### config.mk
export PLATFORM = sky130hd
export DESIGN_NAME = ram_copy_dma_flat
export DESIGN_NICKNAME = d
export VERILOG_FILES = /design/src/rtl/ram_copy_pkg.sv /design/src/rtl/ram_copy_dma_if.sv /design/src/rtl/ram_copy_dma.sv /design/src/flat_wrapper.sv
export SDC_FILE = /design/constraint.sdc
export NUM_CORES = 1
export LEC_CHECK = 0
export ABC_CLOCK_PERIOD_IN_PS = 2170
export BUFFER_PORTS_ARGS = -buffer_cell sky130_fd_sc_hd__buf_2
export CORE_MARGIN = 4
export CORE_UTILIZATION = 47
export CTS_CLUSTER_DIAMETER = 40
export CTS_CLUSTER_SIZE = 25
export DETAILED_ROUTE_END_ITERATION = 7
export GPL_TIMING_DRIVEN = 1
export PLACE_DENSITY = 0.78
export SLEW_MARGIN = 20
export SYNTH_ARGS = -nofsm -noshare
export SYNTH_HDL_FRONTEND = slang
export SYNTH_SLANG_ARGS = --single-unit
### constraint.sdc
create_clock -name clk -period 2.17 [get_ports clk]
set_input_delay 0.434 -clock clk [delete_from_list [all_inputs] [get_ports clk]]
set_output_delay 0.434 -clock clk [all_outputs]
set_load 0.01 [all_outputs]
### src/rtl/ram_copy_pkg.sv
// Shared definitions for the RAM block-copy engine and the RAM instances it drives.
package ram_copy_pkg;

    localparam int RAM_A = 10;
    localparam int RAM_D = 8;

    typedef enum logic [1:0] {
        ST_IDLE = 2'd0,
        ST_RD   = 2'd1,
        ST_WR   = 2'd2,
        ST_FIN  = 2'd3
    } state_e;

endpackage

### src/rtl/ram_copy_dma_if.sv
// Single-port synchronous RAM port: the engine drives it as master, the RAM answers as slave.
interface ram_copy_dma_if #(
    parameter int A = ram_copy_pkg::RAM_A,
    parameter int D = ram_copy_pkg::RAM_D
);
    logic [A-1:0] mem_addr;
    logic [D-1:0] mem_din;
    logic [D-1:0] mem_dout;
    logic         mem_we;

    modport master (output mem_addr, output mem_din, output mem_we, input  mem_dout);
    modport slave  (input  mem_addr, input  mem_din, input  mem_we, output mem_dout);
endinterface

### src/rtl/ram_copy_dma.sv
// Forward block-copy engine on a single-port sync RAM: one word per RD/WR pair.
// Optional fill mode (constant pattern, one word per cycle) under RAM_COPY_DMA_FILL_EN.
module ram_copy_dma
    import ram_copy_pkg::*;
#(
    parameter int A = RAM_A,
    parameter int D = RAM_D
) (
    input  logic          clk,
    input  logic          rst_n,
    input  logic          start,
    input  logic [A-1:0]  src,
    input  logic [A-1:0]  dst,
    input  logic [A:0]    len,
`ifdef RAM_COPY_DMA_FILL_EN
    input  logic          fill,
    input  logic [D-1:0]  pattern,
`endif
    output logic          busy,
    output logic          done,
    ram_copy_dma_if.master mem
);
    state_e       state_q;
    logic         busy_q;
    logic         done_q;
    logic [A-1:0] src_q;
    logic [A-1:0] dst_q;
    logic [A:0]   cnt_q;
    logic         fill_cmd;
    logic         fill_run;
    logic [D-1:0] pattern_run;

`ifdef RAM_COPY_DMA_FILL_EN
    logic         fill_q;
    logic [D-1:0] pattern_q;

    assign fill_cmd    = fill;
    assign fill_run    = fill_q;
    assign pattern_run = pattern_q;
`else
    assign fill_cmd    = 1'b0;
    assign fill_run    = 1'b0;
    assign pattern_run = '0;
`endif

    // NOTE: all state uses non-blocking assignment so every register samples pre-edge values.
    always_ff @(posedge clk or negedge rst_n) begin
        if (!rst_n) begin
            state_q <= ST_IDLE;
            busy_q  <= 1'b0;
            done_q  <= 1'b0;
            src_q   <= '0;
            dst_q   <= '0;
            cnt_q   <= '0;
`ifdef RAM_COPY_DMA_FILL_EN
            fill_q    <= 1'b0;
            pattern_q <= '0;
`endif
        end else begin
            unique case (state_q)
                ST_IDLE: begin
                    if (start) begin
                        src_q  <= src;
                        dst_q  <= dst;
                        cnt_q  <= len;
                        busy_q <= 1'b1;
`ifdef RAM_COPY_DMA_FILL_EN
                        fill_q    <= fill;
                        pattern_q <= pattern;
`endif
                        if (len == '0) begin
                            state_q <= ST_FIN;
                            done_q  <= 1'b1;
                        end else begin
                            state_q <= fill_cmd ? ST_WR : ST_RD;
                        end
                    end
                end
                ST_RD: state_q <= ST_WR;
                ST_WR: begin
                    src_q <= src_q + 1'b1;
                    dst_q <= dst_q + 1'b1;
                    cnt_q <= cnt_q - 1'b1;
                    if (cnt_q == (A+1)'(1)) begin
                        state_q <= ST_FIN;
                        done_q  <= 1'b1;
                    end else begin
                        state_q <= fill_run ? ST_WR : ST_RD;
                    end
                end
                ST_FIN: begin
                    state_q <= ST_IDLE;
                    busy_q  <= 1'b0;
                    done_q  <= 1'b0;
                end
                default: state_q <= ST_IDLE;
            endcase
        end
    end

    assign busy = busy_q;
    assign done = done_q;

    // The RAM port decodes only from registered state; read data passes through in WR.
    // NOTE: every output gets a default before the case so no latch is inferred.
    always_comb begin
        mem.mem_addr = '0;
        mem.mem_din  = '0;
        mem.mem_we   = 1'b0;
        unique case (state_q)
            ST_RD: mem.mem_addr = src_q;
            ST_WR: begin
                mem.mem_addr = dst_q;
                mem.mem_din  = fill_run ? pattern_run : mem.mem_dout;
                mem.mem_we   = 1'b1;
            end
            default: ;
        endcase
    end
endmodule

### src/flat_wrapper.sv
// flat-port wrapper written by rule: the top's interface ports become plain ports
module ram_copy_dma_flat import ram_copy_pkg::*;
#(
    parameter int A = RAM_A,
    parameter int D = RAM_D
)
  (clk, rst_n, start, src, dst, len, busy, done, mem_mem_addr, mem_mem_din, mem_mem_we, mem_mem_dout);
  ram_copy_dma_if #(.A(A), .D(D)) mem_i ();
  input  logic clk;
  input  logic rst_n;
  input  logic start;
  input  logic [A-1:0] src;
  input  logic [A-1:0] dst;
  input  logic [A:0] len;
  output logic busy;
  output logic done;
  output wire logic [$bits(mem_i.mem_addr)-1:0] mem_mem_addr;
  output wire logic [$bits(mem_i.mem_din)-1:0] mem_mem_din;
  output wire logic [$bits(mem_i.mem_we)-1:0] mem_mem_we;
  input wire logic [$bits(mem_i.mem_dout)-1:0] mem_mem_dout;
  assign mem_mem_addr = mem_i.mem_addr;
  assign mem_mem_din = mem_i.mem_din;
  assign mem_mem_we = mem_i.mem_we;
  assign mem_i.mem_dout = mem_mem_dout;
  ram_copy_dma #(.A(A), .D(D)) u_core (.clk(clk), .rst_n(rst_n), .start(start), .src(src), .dst(dst), .len(len), .busy(busy), .done(done), .mem(mem_i));
endmodule
==> results of run 1 <==
[cell type report]
class                   count  area, um2
clock inverters             3       67.6
multi-input cells         211       1400
clock buffers               5       68.8
inverters                   6       25.0
repair buffers             69        375
flip-flops and latches     35        877
well taps                  67       83.8
fillers                   438       1860
[sequential cells by signal, summed over array words and instances (netlist names)]
signal	count
u_core.src_q	10
u_core.state_q	2
u_core.done	1
u_core.busy	1
u_core.cnt_q	11
u_core.dst_q	10
[cells by family after synthesis]
group	synth area share, %
and+or+nand+nor	21.8
muxes	7.80
adders and majority gates	5.38
DFF	37.7
buffers and inverters	3.93
AOI/OAI and AO/OA	23.4
[path summary, 6_finish.rpt]
path | startpoint | cells past startpoint | to
setup reg to reg | u_core.state_q[1] | 7 | u_core.dst_q[5]
max in group asynchronous | rst_n | 1 | u_core.state_q[0]
hold / removal | rst_n | 1 | u_core.cnt_q[9]
setup / recovery | u_core.state_q[0] | 6 | mem_mem_addr[7]
hold reg to reg | u_core.done | 2 | u_core.done
min in group clk | src[5] | 3 | u_core.src_q[5]
[synth_stat cells (all sizes together)]
library cell	count	area share [%]
nor3b	1	0.32
inv	6	0.97
a21oi	27	5.8
nor4	3	1.5
o22ai	22	5.9
nor2	8	1.3
mux2i	17	7.3
or4	1	0.48
nor4b	1	0.38
or3	1	0.27
clkbuf	7	1.1
and2	10	2.7
nand3	14	3.0
nand4	7	1.9
nor3	5	1.1
a221oi	1	0.38
a31oi	2	0.54
nor2b	10	2.7
dfrtp	35	38
mux2	1	0.48
nand3b	1	0.32
o21ai	19	4.1
a22oi	11	3.6
and4	2	0.75
a22o	2	0.75
o211ai	1	0.32
a21boi	1	0.32
ha	10	5.4
a21o	1	0.32
a32oi	1	0.38
nand2	22	3.6
and3	6	1.6
o2bb2ai	1	0.38
buf	9	1.8
o31ai	2	0.65
[critical path, stage by stage (launching register included)]
cell and delay (ns):
dfrtp_2 0.46, inv_4 0.11, ha_4 0.18, buf_12 0.18, a22oi_1 0.10, nor2b_1 0.16
buf_2 0.15
[stage by stage]
step,instances,setup slack (ns)
6_report,396,0.0983
5_1_grt,396,0.00315
4_1_cts,396,0.0418
3_5_place_dp,388,0.147
3_3_place_gp,388,0.242
2_1_floorplan,268,0.0759
[repair_timing]
item	CTS	global route
setup buffers	0	0
gates resized for setup	2	8
setup endpoints to repair	1	41
[where the power goes]
group | leakage [nW] | switching (mW) | total [mW] | internal (mW)
Combinational | 0.833 | 1.40 | 2.54 | 1.14
Sequential | 0.405 | 0.467 | 1.47 | 1.01
Clock | 0.0644 | 0.262 | 0.720 | 0.459
Total | 1.30 | 2.13 | 4.74 | 2.61
[metal layers]
layer	up-vias	GRT usage, %	wire length, um
li1	1133	-	-
met1	1081	27.6	2640
met2	58	34.3	2940
met3	13	4.13	305
met4	0	9.09	144
met5	-	0	0
==> run metrics, run 1 <==
status=completed; minimum hold slack=between 0.2 and 0.25 ns; input/output buffers=62; Max VDD drop=735 uV; clk_lat worst skew=just under 0.3 ns; Crit Path Max Fanout=31; Setup crit end kind=output port; CTS tree=built; slack of the worst reg-to-reg path=0.24 ns; Clk pin slew, worst setup/hold paths=approximately 0.080 ns; setup violators final=0; fmax=0.483 GHz; warnings from Yosys=0; I/O pin cnt=63; vias per cell=slightly below 6; die width=78.3 um; HPWL Detailed=roughly 4400 um; Inserted Diodes=0; Sink Count=35; clk buf depth=2; relative slew slack=a little under half; GRT Resource Usage Total=21.2%; final period utilization=about 95%; chip height=between 70 and 80 um; Power per Cell Area=1640 nW/um2; RSZ-0062 raised after global routing=false; fin area=2900 um2; Synth Net Count=320; Cells after Synth=268; post-DR wirelength/cell=about 15 um; dpl cell area=roughly 2700 um2; Hold Buf Count CTS=0; cell area after synthesis=about 2300 um2; CP arrival=about 1.6 ns; H-tree levels=2; largest net degree at the start of global routing=36; Yosys reg bits=35; Layout Skew=0.00588 ns; via count=2285; final worst path period need=2.07 ns; # rows=25; Unique masters post-synth=37; Starting DRT DRC Count=between 150 and 200; core box area=4750 um2; grt total ovfl=0; vias in the first global route=approximately 2300; syn avg cell area=between 8 and 9 um2; most frequent cells in the layout=buf_2 (62), dfrtp_1 (34), a21oi_1 (27); Root Driver=clkbuf_8; Initial Util=roughly half; Lkg Pwr=1.30 nW; Routed Antenna Nets=0; Layout area overhead=24.6%; sequential area share after synthesis=37.7%; Fin Setup TNS=0 ns; final slew viol count=0; critical path class=reg2out; drt total wl=~6000 um; Pwr Total=around 4.7 mW; Hold Path Class=in2async; router iterations before antenna repair=5; # Max-Cap Violations=0; CP Launch Type=register; Final Hold Fails=0; DRC viols=0; die area=approximately 6000 um2; final design utilization=between 60% and 70%; initial antenna violation count=0; global placement routability congestion=between 0.8 and 0.9; commonest non-fill, non-tap cell in the layout=buf_2; CP Data Required Time=1.74 ns; Num CTS Buffers=5; Nets=380; share of cells above drive strength 1=about a quarter; Slew @ Worst Pin=0.798 ns; first-pass GRT wire length=10500 um
Note: power is estimated with default switching activity, not from simulation.
==> run 2: changes to the inputs <==
--- a/config.mk
+++ b/config.mk
@@ -5,7 +5,7 @@
 export SDC_FILE = /design/constraint.sdc
 export NUM_CORES = 1
 export LEC_CHECK = 0
-export ABC_CLOCK_PERIOD_IN_PS = 2170
+export ABC_CLOCK_PERIOD_IN_PS = 2450
 export BUFFER_PORTS_ARGS = -buffer_cell sky130_fd_sc_hd__buf_2
 export CORE_MARGIN = 4
 export CORE_UTILIZATION = 47
==> constraint.sdc (replaced) <==
create_clock -name clk -period 2.45 [get_ports clk]
set_input_delay 0.49 -clock clk [delete_from_list [all_inputs] [get_ports clk]]
set_output_delay 0.49 -clock clk [all_outputs]
set_load 0.01 [all_outputs]
==> run 2 against run 1 <==
Clock power is 35% lower; cell count is 0.51% lower; sequential share of layout area rose by 0.97 points; critical endpoint unchanged.
==> run metrics, run 2 (same netlist as run 1, synthesis figures left out) <==
status=completed; Biggest register=u_core.cnt_q; CP arrival=between 1.5 and 2 ns; fmax=between 0.4 and 0.5 GHz; Final Hold Fails=0; final slew viol count=0; commonest non-fill, non-tap cell in the layout=buf_2; via count=between 2000 and 2500; post-DR wirelength/cell=around 15 um; die width=around 80 um; buffer count from post-CTS setup fixing=0; setup violators final=0; Num CTS Buffers=5; max FFs per register=11; Inserted Diodes=0; minimum hold slack=slightly below 0.3 ns; relative slew slack=between 30% and 40%; CP Data Required Time=about 2.0 ns; Root Driver=clkbuf_8; # Max-Cap Violations=0; Power per Cell Area=1390 nW/um2; final period utilization=~91%; Crit Path Max Fanout=35; drt total wl=5820 um; Clk pin slew, worst setup/hold paths=about 0.070 ns; fin worst setup slack=0.230 ns; global placement routability congestion=around 0.83; DRC viols=0; core box area=roughly 4800 um2; H-tree levels=2; worst r2r path cells=8; Starting DRT DRC Count=177; Routed Antenna Nets=0; die area=6140 um2; Pwr Total=approximately 3.9 mW; Hold Buf Count CTS=0; share of cells above drive strength 1=a little under a quarter; Layout Skew=0.00689 ns; HPWL Detailed=4200 um; Slew @ Worst Pin=~0.88 ns; initial antenna violation count=0; most frequent cells in the layout=buf_2 (62), dfrtp_1 (35), a21oi_1 (27); RSZ-0062 raised after global routing=false; largest registers=u_core.cnt_q (11), u_core.dst_q (10), u_core.src_q (10); router iterations before antenna repair=4; Hold Path Class=in2async; grt total ovfl=0; Initial Util=48.9%; CP Launch Type=register; clk_lat worst skew=just under 0.3 ns; Fin Setup TNS=0 ns; GRT Resource Usage Total=20.3%; Worst R2R End=u_core.src_q[5]; Setup crit end kind=output port; slack of the worst reg-to-reg path=0.35 ns; worst r2r src=u_core.state_q[0]; vias per cell=about 5.7; CTS resizes=0; Layout area overhead=20.6%; largest net degree at the start of global routing=51; Max VDD drop=approximately 730 uV; final worst path period need=~2.2 ns; critical path class=reg2out; CTS tree=built; first-pass GRT wire length=10000 um; # rows=25; chip height=around 78 um; worst slack at placement=0.383 ns; Lkg Pwr=approximately 1.3 nW; Nets=roughly 380; input/output buffers=62; I/O pin cnt=63; vias in the first global route=approximately 2100; clk buf depth=2; Sink Count=35
-- run 2: changes by cell type in the layout (fill, tap and decap cells not counted), moves of 2 or more --
cell / previous run / this run
ha_4: 3 / 0
ha_1: 7 / 9
inv_1: 4 / 6
buf_4: 6 / 4
bufinv_16: 2 / 0
clkbuf_8: 5 / 7
-- run 2: worst max-delay path by stage --
| stage | cells past startpoint | slack, ns | to | from |
|---|---|---|---|---|
| after global placement | 5 | 0.46 | u_core.dst_q[7] | u_core.state_q[1] |
| after floorplan | 6 | 0.30 | mem_mem_addr[0] | u_core.state_q[0] |
| after global routing | 5 | 0.08 | u_core.dst_q[7] | u_core.state_q[1] |
| final | 6 | 0.23 | mem_mem_addr[7] | u_core.state_q[0] |
| after CTS | 5 | 0.20 | mem_mem_addr[7] | u_core.state_q[1] |
| after detailed placement | 8 | 0.38 | u_core.src_q[5] | u_core.state_q[0] |
-- run 2: where the power goes --
part           internal, mW  switching, mW
Clock                 0.257          0.209
Sequential            0.891          0.396
Combinational         0.936           1.20
-- run 2: area by class of cell --
cell class	count	area [um2]
inverters	6	22.5
multi-input cells	211	1360
fillers	417	1950
well taps	67	83.8
flip-flops and latches	35	876
clock buffers	8	100
repair buffers	67	360
-- run 2: metal layers --
| layer | global-route usage, % | up-vias | share of wire (%) |
|---|---|---|---|
| met5 | 0 | - | 0 |
| met4 | 5.07 | 0 | 0.91 |
| met3 | 4.36 | 7 | 4.8 |
| met2 | 34.2 | 55 | 50 |
| met1 | 26.6 | 1047 | 45 |
| li1 | - | 1124 | - |
-- run 2: worst max-delay path, stage by stage, from the launching register on --
cell and delay [ns]:
dfrtp_1 0.42, inv_1 0.17, ha_2 0.24, buf_12 0.19, a22oi_1 0.11, nor2b_1 0.15
buf_2 0.15
-- run 2: stage by stage --
step / utilization [%] / instance area, um2 / instances
CTS: 58.9 / 2800 / 394
finish: 58.9 / 2800 / 394
global placement: 56.8 / 2700 / 386
detailed placement: 56.8 / 2700 / 386
global route: 58.9 / 2800 / 394
floorplan: - / 2320 / 268
==> run 3: changes to the inputs <==
==> constraint.sdc (replaced) <==
create_clock -name clk -period 2.45 [get_ports clk]
set_input_delay 0.245 -clock clk [delete_from_list [all_inputs] [get_ports clk]]
set_output_delay 0.245 -clock clk [all_outputs]
set_load 0.01 [all_outputs]
==> run 3 against run 2 <==
Sequential share of layout area stayed put; clock power is 9.5% lower; die area stayed put; global-route usage is 0.95 points lower; critical path depth stayed put; critical path type unchanged.
==> run metrics, run 3 (same netlist as run 1, synthesis figures left out) <==
core box area=roughly 4800 um2; relative slew slack=between 40 and 50%; fin worst setup slack=about 0.35 ns; Starting DRT DRC Count=about 230; Hold Path Class=in2async; Root Driver=clkbuf_8; via count=between 2000 and 2500; Final Hold Fails=0; Clk pin slew, worst setup/hold paths=0.07 ns; worst path cell trace=inv_1, ha_2, buf_12, a22oi_1, nor2b_1, buf_2; CP Data Required Time=2.20 ns; largest net degree at the start of global routing=slightly above 50; Nets=between 300 and 400; global placement routability congestion=0.877; grt total ovfl=0; commonest non-fill, non-tap cell in the layout=buf_2; initial antenna violation count=0; # rows=25; slowest stage cell, crit path=dfrtp_1; max FFs per register=11; Slew @ Worst Pin=between 0.7 and 0.8 ns; HPWL Detailed=4270 um; Inserted Diodes=0; critical path class=reg2out; fill count=roughly 440; Layout area overhead=20.6%; Hold Buf Count CTS=0; die area=around 6000 um2; worst slack at placement=about 0.42 ns; CTS resizes=0; final slew viol count=0; CP arrival=approximately 1.9 ns; Initial Util=roughly 49%; vias per cell=between 5 and 6; router iterations before antenna repair=4; first-pass GRT wire length=~9700 um; clk_lat worst skew=about 0.28 ns; CP Launch Type=register; Biggest register=u_core.cnt_q; die width=between 70 and 80 um; status=completed; Power per Cell Area=approximately 1400 nW/um2; DRC viols=0; Max VDD drop=713 uV; H-tree levels=2; largest registers=u_core.cnt_q (11), u_core.dst_q (10), u_core.src_q (10); buffer count from post-CTS setup fixing=0; Routed Antenna Nets=0; GRT Resource Usage Total=approximately a fifth; setup violators final=0; Layout Skew=between 0.005 and 0.006 ns; post-DR wirelength/cell=between 10 and 15 um; Fin Setup TNS=0 ns; Crit path depth=6; chip height=approximately 78 um; I/O pin cnt=63; # Max-Cap Violations=0; Largest delay share family, worst path=buffers and inverters; vias in the first global route=approximately 2000; max incr delay on CP=between 0.4 and 0.5 ns; Setup crit end kind=output port; most frequent cells in the layout=buf_2 (62), dfrtp_1 (35), a21oi_1 (27); fmax=around 0.48 GHz; Sink Count=35; Crit Path Max Fanout=32; drt total wl=about 6000 um; final worst path period need=2.10 ns; RSZ-0062 raised after global routing=false; worst r2r path cells=7; Num CTS Buffers=5; share of cells above drive strength 1=a little under a quarter; Crit path buffers/inverters=3; final period utilization=between 80% and 90%; clk buf depth=2; input/output buffers=62; CTS tree=built; Lkg Pwr=~1.3 nW
run 3: cell count changes in the layout (fill, tap and decap cells not counted):
cell / change
clkbuf_8: -1
buf_12: +1
clkinv_2: +1
clkbuf_1: -1
buf_4: -1
run 3: worst paths after layout:
check,from,to,slack [ns]
worst min-delay path,rst_n,u_core.cnt_q[8],0.04
worst min register to register,u_core.done,u_core.done,0.52
max in group asynchronous,rst_n,u_core.src_q[2],1.90
min in group clk,len[1],u_core.cnt_q[1],0.22
worst max register to register,u_core.state_q[1],u_core.dst_q[2],0.41
worst max-delay path,u_core.state_q[0],mem_mem_addr[7],0.35
run 3: worst reg2reg max path: cells and delay by family, from the launching register on:
kind                     cells  cell delay (ns)
flip-flops                   1             0.40
buffers and inverters        2             0.37
multiplexers                 1             0.37
AND/OR/NAND/NOR              1             0.30
adder cells (fa/ha/maj)      1             0.29
AO/OA/AOI/OAI                2             0.23
run 3: area by class of cell:
cell class	count	area [um2]	area share [%]
clock buffer	6	82.6	2.95
clock inverter	1	5.00	0.179
inverter	6	22.5	0.804
multi-input combinational	211	1360	48.5
sequential	35	876	31.2
tap	67	83.8	2.99
timing repair buffer	67	373	13.3
run 3: power by group:
group / internal [mW] / switching (mW)
Combinational: 0.962 / 1.21
Sequential: 0.890 / 0.400
Clock: 0.221 / 0.201
Total: 2.07 / 1.81
run 3: metrics by stage:
stage	instance area [um2]	cells	hold slack (ns)	utilization [%]	total power, mW
after detailed placement	2720	386	0.369	57.1	3.46
after global placement	2720	386	0.376	57.1	3.38
final	2800	393	0.0439	58.9	3.89
after floorplan	2320	268	-0.0506	-	2.80
after global routing	2800	393	0.101	58.9	4.25
after CTS	2800	393	0.0668	58.9	3.89
run 3: routing by layer:
metal  share of wire, %  wire [um]  GRT usage (%)
met5                  0          0              0
met4               0.53         31           4.55
met3                4.8        280           3.21
met2                 49       2860           31.3
met1                 46       2670           27.3
